===== config.mk =====
export PLATFORM = sky130hd
export DESIGN_NAME = bundle_sched_flat
export DESIGN_NICKNAME = d
export VERILOG_FILES = /design/src/rtl/bundle_sched_if.sv /design/src/rtl/bundle_sched.sv /design/src/flat_wrapper.sv
export SDC_FILE = /design/constraint.sdc
export NUM_CORES = 1
export LEC_CHECK = 0
export CAP_MARGIN = 5
export CORE_MARGIN = 4
export CORE_UTILIZATION = 40
export CTS_BUF_LIST = sky130_fd_sc_hd__clkbuf_4 sky130_fd_sc_hd__clkbuf_8 sky130_fd_sc_hd__clkbuf_16
export DETAILED_ROUTE_END_ITERATION = 12
export DONT_BUFFER_PORTS = 1
export SYNTH_ARGS = -nofsm -noshare
export SYNTH_HDL_FRONTEND = slang
export SYNTH_SLANG_ARGS = --single-unit

===== constraint.sdc =====
create_clock -name clk -period 7.9 [get_ports clk]
set_input_delay 1.58 -clock clk [delete_from_list [all_inputs] [get_ports clk]]
set_output_delay 1.58 -clock clk [all_outputs]
set_load 0.02 [all_outputs]

===== src/rtl/bundle_sched_if.sv =====
// Handshake/bus bundle between the bundling sequencer and its neighbours.
// master: core array / DMA side driver; slave: bundle_sched.
interface bundle_sched_if #(
  parameter int NCORE = 4,
  parameter int CNT_W = 30
);
  logic             start;
  logic [CNT_W-1:0] item_num;
  logic [NCORE-1:0] core_valid;
  logic [NCORE-1:0] core_ready;
  logic [NCORE-1:0] store;
  logic             cnt_clr;
  logic             tmp_even;
  logic             stream_v;
  logic             out_valid;
  logic             out_ready;
  logic             busy;
  logic             done;
  logic [31:0]      perf_cycles;

  modport master (
    output start, item_num, core_valid, out_ready,
    input  core_ready, store, cnt_clr, tmp_even,
    input  stream_v, out_valid, busy, done, perf_cycles
  );

  modport slave (
    input  start, item_num, core_valid, out_ready,
    output core_ready, store, cnt_clr, tmp_even,
    output stream_v, out_valid, busy, done, perf_cycles
  );
endinterface


===== src/rtl/bundle_sched.sv =====
// Bundling sequencer: clears the majority-counter bank, grants core results
// into it, injects the even-count tie-break, strobes the output register and
// holds a valid/ready handshake downstream.
// Ports: clk, rst (async, active-high), bus (bundle_sched_if.slave).
// Optional: BUNDLE_SCHED_PERF_EN builds the per-bundle cycle counter.
module bundle_sched #(
  parameter int NCORE = 4,
  parameter int CNT_W = 30,
  parameter int LAT   = 1
) (
  input logic           clk,
  input logic           rst,
  bundle_sched_if.slave bus
);

  typedef enum logic [2:0] {
    IDLE, CLEAR, ACCUM, TIE, WAIT, CAPT, HOLD, FIN
  } state_t;

  // Where to go once accumulation (and tie) is finished.
  localparam state_t     POST_TIE = (LAT == 0) ? CAPT : WAIT;
  localparam logic [3:0] LAT_LAST = 4'((LAT == 0) ? 0 : LAT - 1);

  state_t           state_q, state_d;
  logic [CNT_W-1:0] remaining_q, remaining_d;
  logic             even_q, even_d;
  logic [3:0]       wait_cnt_q, wait_cnt_d;

  logic cnt_clr_q;
  logic tmp_even_q;
  logic stream_v_q;
  logic out_valid_q;
  logic busy_q;
  logic done_q;

  logic [NCORE-1:0] store;
  logic [CNT_W-1:0] ngrant;

  // Lowest index first, never more grants than items still owed.
  always_comb begin
    store  = '0;
    ngrant = '0;
    if (state_q == ACCUM) begin
      for (int i = 0; i < NCORE; i++) begin
        if (bus.core_valid[i] && (ngrant < remaining_q)) begin
          store[i] = 1'b1;
          ngrant   = ngrant + CNT_W'(1);
        end
      end
    end
  end

  always_comb begin
    state_d     = state_q;
    remaining_d = remaining_q;
    even_d      = even_q;
    wait_cnt_d  = wait_cnt_q;
    unique case (state_q)
      IDLE: begin
        if (bus.start) begin
          if (bus.item_num == '0) begin
            state_d = FIN;
          end else begin
            remaining_d = bus.item_num;
            even_d      = ~bus.item_num[0];
            state_d     = CLEAR;
          end
        end
      end
      CLEAR: state_d = ACCUM;
      ACCUM: begin
        remaining_d = remaining_q - ngrant;
        if (remaining_d == '0) begin
          state_d = even_q ? TIE : POST_TIE;
        end
      end
      TIE: state_d = POST_TIE;
      WAIT: begin
        if (wait_cnt_q == LAT_LAST) begin
          wait_cnt_d = '0;
          state_d    = CAPT;
        end else begin
          wait_cnt_d = wait_cnt_q + 4'd1;
        end
      end
      CAPT: state_d = HOLD;
      HOLD: begin
        if (out_valid_q && bus.out_ready) begin
          state_d = FIN;
        end
      end
      FIN:     state_d = IDLE;
      default: state_d = IDLE;
    endcase
  end

  // Outputs are registered off the next state so they line up with it.
  always_ff @(posedge clk or posedge rst) begin
    if (rst) begin
      state_q     <= IDLE;
      remaining_q <= '0;
      even_q      <= 1'b0;
      wait_cnt_q  <= '0;
      cnt_clr_q   <= 1'b0;
      tmp_even_q  <= 1'b0;
      stream_v_q  <= 1'b0;
      out_valid_q <= 1'b0;
      busy_q      <= 1'b0;
      done_q      <= 1'b0;
    end else begin
      state_q     <= state_d;
      remaining_q <= remaining_d;
      even_q      <= even_d;
      wait_cnt_q  <= wait_cnt_d;
      cnt_clr_q   <= (state_d == CLEAR);
      tmp_even_q  <= (state_d == TIE);
      stream_v_q  <= (state_d == CAPT);
      out_valid_q <= (state_d == HOLD);
      busy_q      <= (state_d != IDLE);
      done_q      <= (state_d == FIN);
    end
  end

  assign bus.store      = store;
  assign bus.core_ready = store;
  assign bus.cnt_clr    = cnt_clr_q;
  assign bus.tmp_even   = tmp_even_q;
  assign bus.stream_v   = stream_v_q;
  assign bus.out_valid  = out_valid_q;
  assign bus.busy       = busy_q;
  assign bus.done       = done_q;

`ifdef BUNDLE_SCHED_PERF_EN
  logic [31:0] perf_cnt_q, perf_cnt_d;
  logic [31:0] perf_q, perf_d;

  // Counts every non-IDLE cycle, FIN included, saturating.
  always_comb begin
    perf_cnt_d = perf_cnt_q;
    perf_d     = perf_q;
    if (state_q == IDLE) begin
      perf_cnt_d = '0;
    end else if (perf_cnt_q != '1) begin
      perf_cnt_d = perf_cnt_q + 32'd1;
    end
    if (state_q == FIN) begin
      perf_d = perf_cnt_d;
    end
  end

  always_ff @(posedge clk or posedge rst) begin
    if (rst) begin
      perf_cnt_q <= '0;
      perf_q     <= '0;
    end else begin
      perf_cnt_q <= perf_cnt_d;
      perf_q     <= perf_d;
    end
  end

  assign bus.perf_cycles = perf_q;
`else
  assign bus.perf_cycles = '0;
`endif

endmodule


===== src/flat_wrapper.sv =====
// flat-port wrapper written by rule: the top's interface ports become plain ports
module bundle_sched_flat 
#(
  parameter int NCORE = 4,
  parameter int CNT_W = 30,
  parameter int LAT   = 1
)
  (clk, rst, bus_start, bus_item_num, bus_core_valid, bus_out_ready, bus_core_ready, bus_store, bus_cnt_clr, bus_tmp_even, bus_stream_v, bus_out_valid, bus_busy, bus_done, bus_perf_cycles);
  bundle_sched_if #(.NCORE(NCORE), .CNT_W(CNT_W)) bus_i ();
  input logic clk;
  input logic rst;
  input wire logic [$bits(bus_i.start)-1:0] bus_start;
  input wire logic [$bits(bus_i.item_num)-1:0] bus_item_num;
  input wire logic [$bits(bus_i.core_valid)-1:0] bus_core_valid;
  input wire logic [$bits(bus_i.out_ready)-1:0] bus_out_ready;
  output wire logic [$bits(bus_i.core_ready)-1:0] bus_core_ready;
  output wire logic [$bits(bus_i.store)-1:0] bus_store;
  output wire logic [$bits(bus_i.cnt_clr)-1:0] bus_cnt_clr;
  output wire logic [$bits(bus_i.tmp_even)-1:0] bus_tmp_even;
  output wire logic [$bits(bus_i.stream_v)-1:0] bus_stream_v;
  output wire logic [$bits(bus_i.out_valid)-1:0] bus_out_valid;
  output wire logic [$bits(bus_i.busy)-1:0] bus_busy;
  output wire logic [$bits(bus_i.done)-1:0] bus_done;
  output wire logic [$bits(bus_i.perf_cycles)-1:0] bus_perf_cycles;
  assign bus_i.start = bus_start;
  assign bus_i.item_num = bus_item_num;
  assign bus_i.core_valid = bus_core_valid;
  assign bus_i.out_ready = bus_out_ready;
  assign bus_core_ready = bus_i.core_ready;
  assign bus_store = bus_i.store;
  assign bus_cnt_clr = bus_i.cnt_clr;
  assign bus_tmp_even = bus_i.tmp_even;
  assign bus_stream_v = bus_i.stream_v;
  assign bus_out_valid = bus_i.out_valid;
  assign bus_busy = bus_i.busy;
  assign bus_done = bus_i.done;
  assign bus_perf_cycles = bus_i.perf_cycles;
  bundle_sched #(.NCORE(NCORE), .CNT_W(CNT_W), .LAT(LAT)) u_core (.clk(clk), .rst(rst), .bus(bus_i));
endmodule

==> flow_summary_export.csv <==
group,metric,value,unit
synthesis,synth_warnings,0,
grt,first_global_vias,2802,
drt,wl,9021,um
timing,hold_viol,0,
place,dp_hpwl,6599,um
timing,finClkSkew,0.008500,ns
job,maxCapViolations,0,
synthesis,synth-seq-cells,44,
hold_path,hold_end,"u_core.wait_cnt_q[3]",
grt,grt_usage,0.1783,
cts,insertion_delay,0.31,ns
setup_path,slowest_stage,"or4_4",
final_layout,fin_nets,451,
drt,drtPass1Iterations,4,
setup_path,reg2reg_from,"u_core.remaining_q[12]",
grt,grt.met2_usage,0.2829,
cts,numCtsBuffers,5,
place,gp_congestion,0.8916,
cts,postCtsResizedCells,0,
setup_path,r2r_cells,27,
grt,gr-total-overflow,0,
hold_path,hp-start,"u_core.wait_cnt_q[3]",
final_layout,fin_util,0.4186,
drt,post_drt_wl_per_cell,17.79,um
drt,route.detailed.drc,0,
power,ir_worst_vdd,176.4,uV
setup_path,cp_top_family,"compound AO/OA/AOI/OAI gates",
place,portBuffers,0,
power,power_density,375.3,mW/mm2
synthesis,seq_area_frac_synth,0.3225,
timing,finalSetupViolCount,0,
grt,grt_max_degree,45,
timing,max_slew_margin,0.3343,
timing,fmax,0.1363,GHz
cts,cts_htree_levels,2,
final_layout,final_cells,507,
drt,viasPerCell,5.779,
final_layout,drive_gt1_frac,0.07214,
drt,via_count,2930,
synthesis,synth_top_area_share,0.3225,
power,p_leak,1.430,nW
floorplan,die_width,100.4,um
synthesis,synth_edf_count,0,
timing,slew_viol_final,0,
setup_path,ff2ff_setup_slack,0.56,ns
setup_path,endpoint_kind,"register",
synthesis,netlist_top_cells_count,"dfrtp_1, nor2_1, nand2_1",
floorplan,initial_core_util,0.4135,
final_layout,num_antenna_cells,0,
synthesis,synth.distinct_cells,63,
synthesis,synth_flop_cell,"dfrtp_1",
final_layout,final_area,0.003457,mm2
cts,cts_tree,"built",
synthesis,syn_area,0.003415,mm2
grt,gr-usage-met1,0.2394,
timing,finalCritPeriodShare,0.9285,
grt,busiest_layer,"met2",
cts,postCtsSetupBuffers,0,
setup_path,path_max_fanout,10,
synthesis,synth_top_area_cell,"dfrtp_1",
setup_path,start_kind,"register",
grt,grt_pass1_wl,14260,um
place,place_inst,499,
setup_path,required,8.16,ns
setup_path,worstPathArrival,7.60,ns
outcome,status,"completed",
cts,cts_hold_buffers,0,
setup_path,crit_buf_inv,2,
cts,cts_root_buffer,"clkbuf_8",
setup_path,r2r-end,"u_core.state_q[2]",
final_layout,area_delta_synth_final,1.246,%
place,placed_area,0.003342,mm2
synthesis,synth_area_leaders,"dfrtp_1, buf_4, nor2_1, nand2_1, ha_1",
hold_path,hp-class,"reg -> reg",
grt,met3_usage,0.04031,
setup_path,max_stage_delay,0.61,ns
timing,rsz0062_at_grt,"no",
drt,ant_nets,0,
drt,drt_first_iter_violations,245,
floorplan,ios,84,
floorplan,die_area,0.01008,mm2
synthesis,ys_async_sr_fraction,1.000,
hold_path,hold_depth,1,
cts,cts_buffer_depth,2,
timing,holdWs,0.4790,ns
cts,cts.sinks,44,
floorplan,num_rows,33,
timing,worst_slew_pin_slew,0.9974,ns
synthesis,syn_inst,414,
synthesis,syn-mean-instance-area,8.248,um2
floorplan,die_h,100.4,um
floorplan,core_area,0.008258,mm2
setup_path,path_class,"reg -> reg",
timing,tns,0,ns
cts,clk_pin_slew,0.10,ns
timing,layout_min_cycle_time,7.335,ns
grt,antenna_found_initial,0,
## sequential cells by signal, indices dropped and copies added (netlist names)
register              flops
u_core.bus.tmp_even       1
u_core.bus.cnt_clr        1
u_core.bus.done           1
u_core.remaining_q       30
u_core.wait_cnt_q         4
u_core.bus.stream_v       1
u_core.bus.busy           1
u_core.even_q             1
u_core.bus.out_valid      1
u_core.state_q            3
## final cells by class
type	count	area [um2]
Clock inverter	3	46.29
Inverter	16	60.06
Fill cell	855	4801
Timing Repair Buffer	4	30.03
Clock buffer	5	68.82
Tap cell	105	131.4
Multi-Input combinational cell	330	2019
Sequential cell	44	1101
## layout by cell type, fill, tap and decap left out, types with 11 or more instances in the layout
master / n
nor2_1: 44
nor3_1: 19
nor4_1: 16
conb_1: 33
a221o_1: 12
dfrtp_1: 44
nand2_1: 43
inv_1: 15
o21ai_0: 23
ha_1: 11
a21oi_1: 12
## per-stage QoR
step	worst slack (ns)	total power [W]
after detailed placement	0.5645	0.001102
after CTS	0.5512	0.001293
after global placement	0.8807	0.001100
final	0.5646	0.001297
after global routing	0.02223	0.001401
after floorplan	1.305	0.0009738
## worst register-to-register path, stage by stage (launching register included)
cell       delay (ns)
dfrtp_1          0.47
or4_4            0.61
nor4_4           0.26
buf_4            0.21
nand4b_1         0.21
o31ai_1          0.42
inv_1            0.12
ha_1             0.24
xor2_1           0.16
o21ai_0          0.17
nand2_1          0.11
o31ai_4          0.28
mux2i_1          0.34
ha_1             0.19
nand2_1          0.05
mux2_2           0.27
a22oi_2          0.22
xor2_1           0.17
nor2_1           0.06
ha_1             0.24
fa_1             0.41
nor2b_1          0.16
o22a_1           0.45
xnor2_1          0.10
a2111oi_0        0.40
o2111ai_1        0.29
or4_1            0.58
nand2_1          0.08
## report_power, final
group / total, W / switching [W] / internal [W]
Clock: 0.000186 / 0.0000904 / 0.0000954
Sequential: 0.000450 / 0.000132 / 0.000318
Combinational: 0.000662 / 0.000410 / 0.000251
## routing by layer
metal | wire, um | vias up | share of wire
met1 | 3955 | 1431 | 0.44
li1 | - | 1399 | -
met4 | 140 | 0 | 0.016
met2 | 4352 | 88 | 0.48
met5 | 0 | - | 0
met3 | 573 | 12 | 0.064
## kinds of logic after synthesis
group,Yosys count,share of synthesized area
adders and majority gates,12,0.04617
AOI/OAI and AO/OA,90,0.1906
and+or+nand+nor,179,0.2759
DFF,44,0.3225
other,2,0.002199
xor gates and xnor gates,13,0.03335
buffers and inverters,71,0.1202
muxes,3,0.009161
## worst max-delay path by stage
| stage | startpoint | endpoint | cells after the start |
|---|---|---|---|
| 6_report | u_core.remaining_q[12] | u_core.state_q[2] | 27 |
| 4_1_cts | u_core.remaining_q[12] | u_core.state_q[2] | 27 |
| 3_5_place_dp | u_core.remaining_q[12] | u_core.state_q[2] | 27 |
| 3_3_place_gp | u_core.remaining_q[12] | u_core.state_q[2] | 27 |
| 2_1_floorplan | u_core.remaining_q[12] | u_core.state_q[2] | 28 |
| 5_1_grt | u_core.remaining_q[12] | u_core.state_q[2] | 27 |
(Power assumes the default switching activity.)
==> RTL change 1 (config.mk and constraints unchanged) <==
Add a define of `BUNDLE_SCHED_PERF_EN`.
--- a/src/rtl/bundle_sched.sv
+++ b/src/rtl/bundle_sched.sv
@@ -4,4 +4,6 @@
 // Ports: clk, rst (async, active-high), bus (bundle_sched_if.slave).
 // Optional: BUNDLE_SCHED_PERF_EN builds the per-bundle cycle counter.
+`define BUNDLE_SCHED_PERF_EN
+
 module bundle_sched #(
   parameter int NCORE = 4,
Formal check against the unedited RTL: not equivalent (a bounded check fails within 4 cycles, from zero or initial values and one cycle with rst high).
==> RTL change 1 against the original RTL <==
  * Die area rose by 65%
  * Power rose by 70%
  * Sequential cell count rose by 64
  * Worst setup slack got worse by 0.027 ns
  * Wire length rose by 62%
  * Synthesized area rose by 71%
  * Sequential power rose by 88%
  * Maximum frequency fell by 0.37%
  * Cell area rose by 82%
  * Critical endpoint is now u_core.state_q[1]
  * Largest cell class unchanged
==> RTL change 1: results <==
[status]
outcome = completed

[logic_synthesis]
synth_area_leaders = dfrtp_1, nor2_1, o21ai_0, nand2_1, xor2_1
ys_seq_area_frac = 0.463
ys_types = 59
synth.avg_cell_area_um2 = 8.99
synth_common_cells = dfrtp_1, nor2_1, nand2_1, o21ai_0, clkbuf_1

[layout]
fillers = 1365
layout-drive-gt1-share = 0.0626

[drt]
wl_met1_um = 6310
drtPass1Iterations = 5
wl_met2_um = 6960
wl_met3_um = 1010
viasPerCell = 5.85
route.detailed.wl_per_inst_um = 17.8
routed_wl_um = 14600

[setup_path]
cp_max_fo = 8
cp_top_family = simple AND/OR/NAND/NOR gates
slowest_delay_ns = 0.58

[grt]
grtUsageTotal = 0.179
met1_usage = 0.229
grt_pass1_wl_um = 23700
grt_max_degree = 72
grt_util_met2 = 0.289
first_global_vias = 4713

[clocking]
root_buffer = clkbuf_16
numCtsBuffers = 9
htree_levels = 3
insertion_delay_ns = 0.36
cts.clk_slew.worst_paths_ns = 0.08

[sta]
fin_skew_ns = 0.00730
relSlewSlack = 0.311

[power_and_ir_drop]
combPwrFrac = 0.399
p_leak_nw = 2.77
p_clk_frac = 0.217
swShare = 0.430
ir_drop_uv = 185

[placement]
dp_hpwl_um = 10700
gp_routability_congestion = 0.901
[RTL change 1: kinds of logic (layout without fill, tap and decap cells)]
family | Yosys count | count (layout) | synth area share
simple gates | 304 | 304 | 0.254
compound gates | 129 | 129 | 0.147
flops | 108 | 108 | 0.463
buf+inv | 50 | 39 | 0.0362
xor+xnor | 41 | 41 | 0.0615
fa+ha+maj | 13 | 13 | 0.0291
mux | 4 | 4 | 0.00942
other cells | 1 | 1 | 0.000642
[RTL change 1: layout make-up]
cell class	instances	area [um^2]	share of cell area
multi-input cells	492	2950	0.467
flip-flops and latches	108	2700	0.429
clock buffers	9	225	0.0357
well taps	180	225	0.0357
clock inverters	7	90.1	0.0143
inverters	16	62.6	0.00992
repair buffers	7	52.6	0.00834
[RTL change 1: worst paths after layout]
| kind | from | end | slack (ns) | depth (start not counted) |
|---|---|---|---|---|
| max | u_core.remaining_q[21] | u_core.state_q[1] | 0.54 | 25 |
| min | u_core.wait_cnt_q[3] | u_core.wait_cnt_q[3] | 0.49 | 1 |
| max reg2reg | u_core.remaining_q[21] | u_core.state_q[1] | 0.54 | 25 |
| min reg2reg | u_core.wait_cnt_q[3] | u_core.wait_cnt_q[3] | 0.49 | 1 |
| max in group asynchronous | rst | u_core.remaining_q[3] | 5.52 | 2 |
| min in group asynchronous | rst | u_core.bus.perf_cycles[9] | 1.10 | 1 |
[RTL change 1: stage by stage]
step                total power (W)  setup WS, ns  hold WS (ns)   util  area, um^2
floorplan                   0.00149          1.13         0.443      -        5840
global placement            0.00170         0.733         0.460  0.424        5980
detailed placement          0.00172         0.541         0.475  0.424        5980
CTS                         0.00220         0.520         0.485  0.447        6300
global route                0.00235        0.0313         0.508  0.447        6300
finish                      0.00220         0.538         0.487  0.447        6300
==> RTL change 2 (same settings) <==
Made on the original files. Encoding of `state_t`: now one-hot (8 bits for 8 states).
--- a/src/rtl/bundle_sched.sv
+++ b/src/rtl/bundle_sched.sv
@@ -14,6 +14,6 @@
 );
 
-  typedef enum logic [2:0] {
-    IDLE, CLEAR, ACCUM, TIE, WAIT, CAPT, HOLD, FIN
+  typedef enum logic [7:0] {
+    IDLE = 8'b00000001, CLEAR = 8'b00000010, ACCUM = 8'b00000100, TIE = 8'b00001000, WAIT = 8'b00010000, CAPT = 8'b00100000, HOLD = 8'b01000000, FIN = 8'b10000000
   } state_t;
 
Check against the original RTL: same outputs for any inputs over 4 cycles, from zero or initial values and one cycle with rst high; so few cycles prove little.
==> RTL change 2 against the original RTL <==
  * Sequential cell count is 5 higher
  * Synthesized area is 15% higher
  * Sequential power rose by 9.3%
  * Power shrank 5.3%
  * Worst setup slack gained 0.18 ns
  * Cell area rose by 14%
  * Maximum frequency grew 2.6%
  * Wire length up 11%
  * Sequential share of layout area shrank 0.81 points
  * Highest routed layer unchanged
==> RTL change 2: results <==
[placement]
dp_hpwl_um = 7340
dp.cells = 578
dpl_worst_slack_ns = 0.798

[layout]
fillers = 936
multi_input_area_um2 = 2380
fin_cells = 586
top_regs = u_core.remaining_q (30), u_core.state_q (8), u_core.wait_cnt_q (4)
multi_input_area_share = 0.603
clkCellAreaFrac = 0.0231
nonClkBufAreaFrac = 0.00759
seq_area_um2 = 1230
nClkBuffers = 6

[clocking]
cts_sinks = 49

[drt]
wl_met2_um = 4800
route.detailed.wl_per_inst_um = 17.2
first_iter_violations = 140
wl_met3_um = 582
wl_met1_um = 4550
viasPerCell = 5.77

[logic_synthesis]
ys_types = 72
synth_common_cells = nor2_1, dfrtp_1, buf_4, a21oi_1
synthCells = 474
synth_area_leaders = dfrtp_1, buf_4, nor2_1, a21oi_1, ha_1
synthAdderAreaFrac = 0.0400
ys_seq_area_frac = 0.312
muxShareOfSynthArea = 0.0248
synth-xor-area-share = 0.0289

[power_and_ir_drop]
p_leak_nw = 1.50
ir_drop_uv = 112
power_density_nw_per_um2 = 311
combPwrFrac = 0.466

[grt]
first_global_vias = 3098
grt_util_met2 = 0.284
grt_pass1_wl_um = 15900
use_met3 = 0.0397
grt_max_degree = 50
met1_usage = 0.229

[status]
outcome = completed

[setup_path]
slowest_delay_ns = 0.52
worst_ep_arrival_time_ns = 7.35
cp_max_fo = 9

[sta]
relSlewSlack = 0.292
fin_skew_ns = 0.00887

[floorplan]
core_region_area_um2 = 9420
==> RTL change 2: cell types whose count changed in the layout (fill, tap and decap cells not counted), moves of 6 or more <==
| cell | change |
|---|---|
| a221o_1 | -12 |
| nand2_1 | -16 |
| a211oi_1 | +10 |
| o221a_2 | +6 |
| nor2_1 | +23 |
| a21oi_1 | +16 |
| nand4_1 | +8 |
| a311oi_1 | +8 |
==> RTL change 2: path summary, 6_finish.rpt <==
check	from	endpoint	slack, ns	cells past startpoint
max	u_core.remaining_q[15]	u_core.state_q[2]	0.75	23
min	u_core.wait_cnt_q[3]	u_core.wait_cnt_q[3]	0.47	1
max reg2reg	u_core.remaining_q[15]	u_core.state_q[2]	0.75	23
min reg2reg	u_core.wait_cnt_q[3]	u_core.wait_cnt_q[3]	0.47	1
max in group asynchronous	rst	u_core.remaining_q[8]	5.86	1
min in group asynchronous	rst	u_core.wait_cnt_q[3]	1.37	1
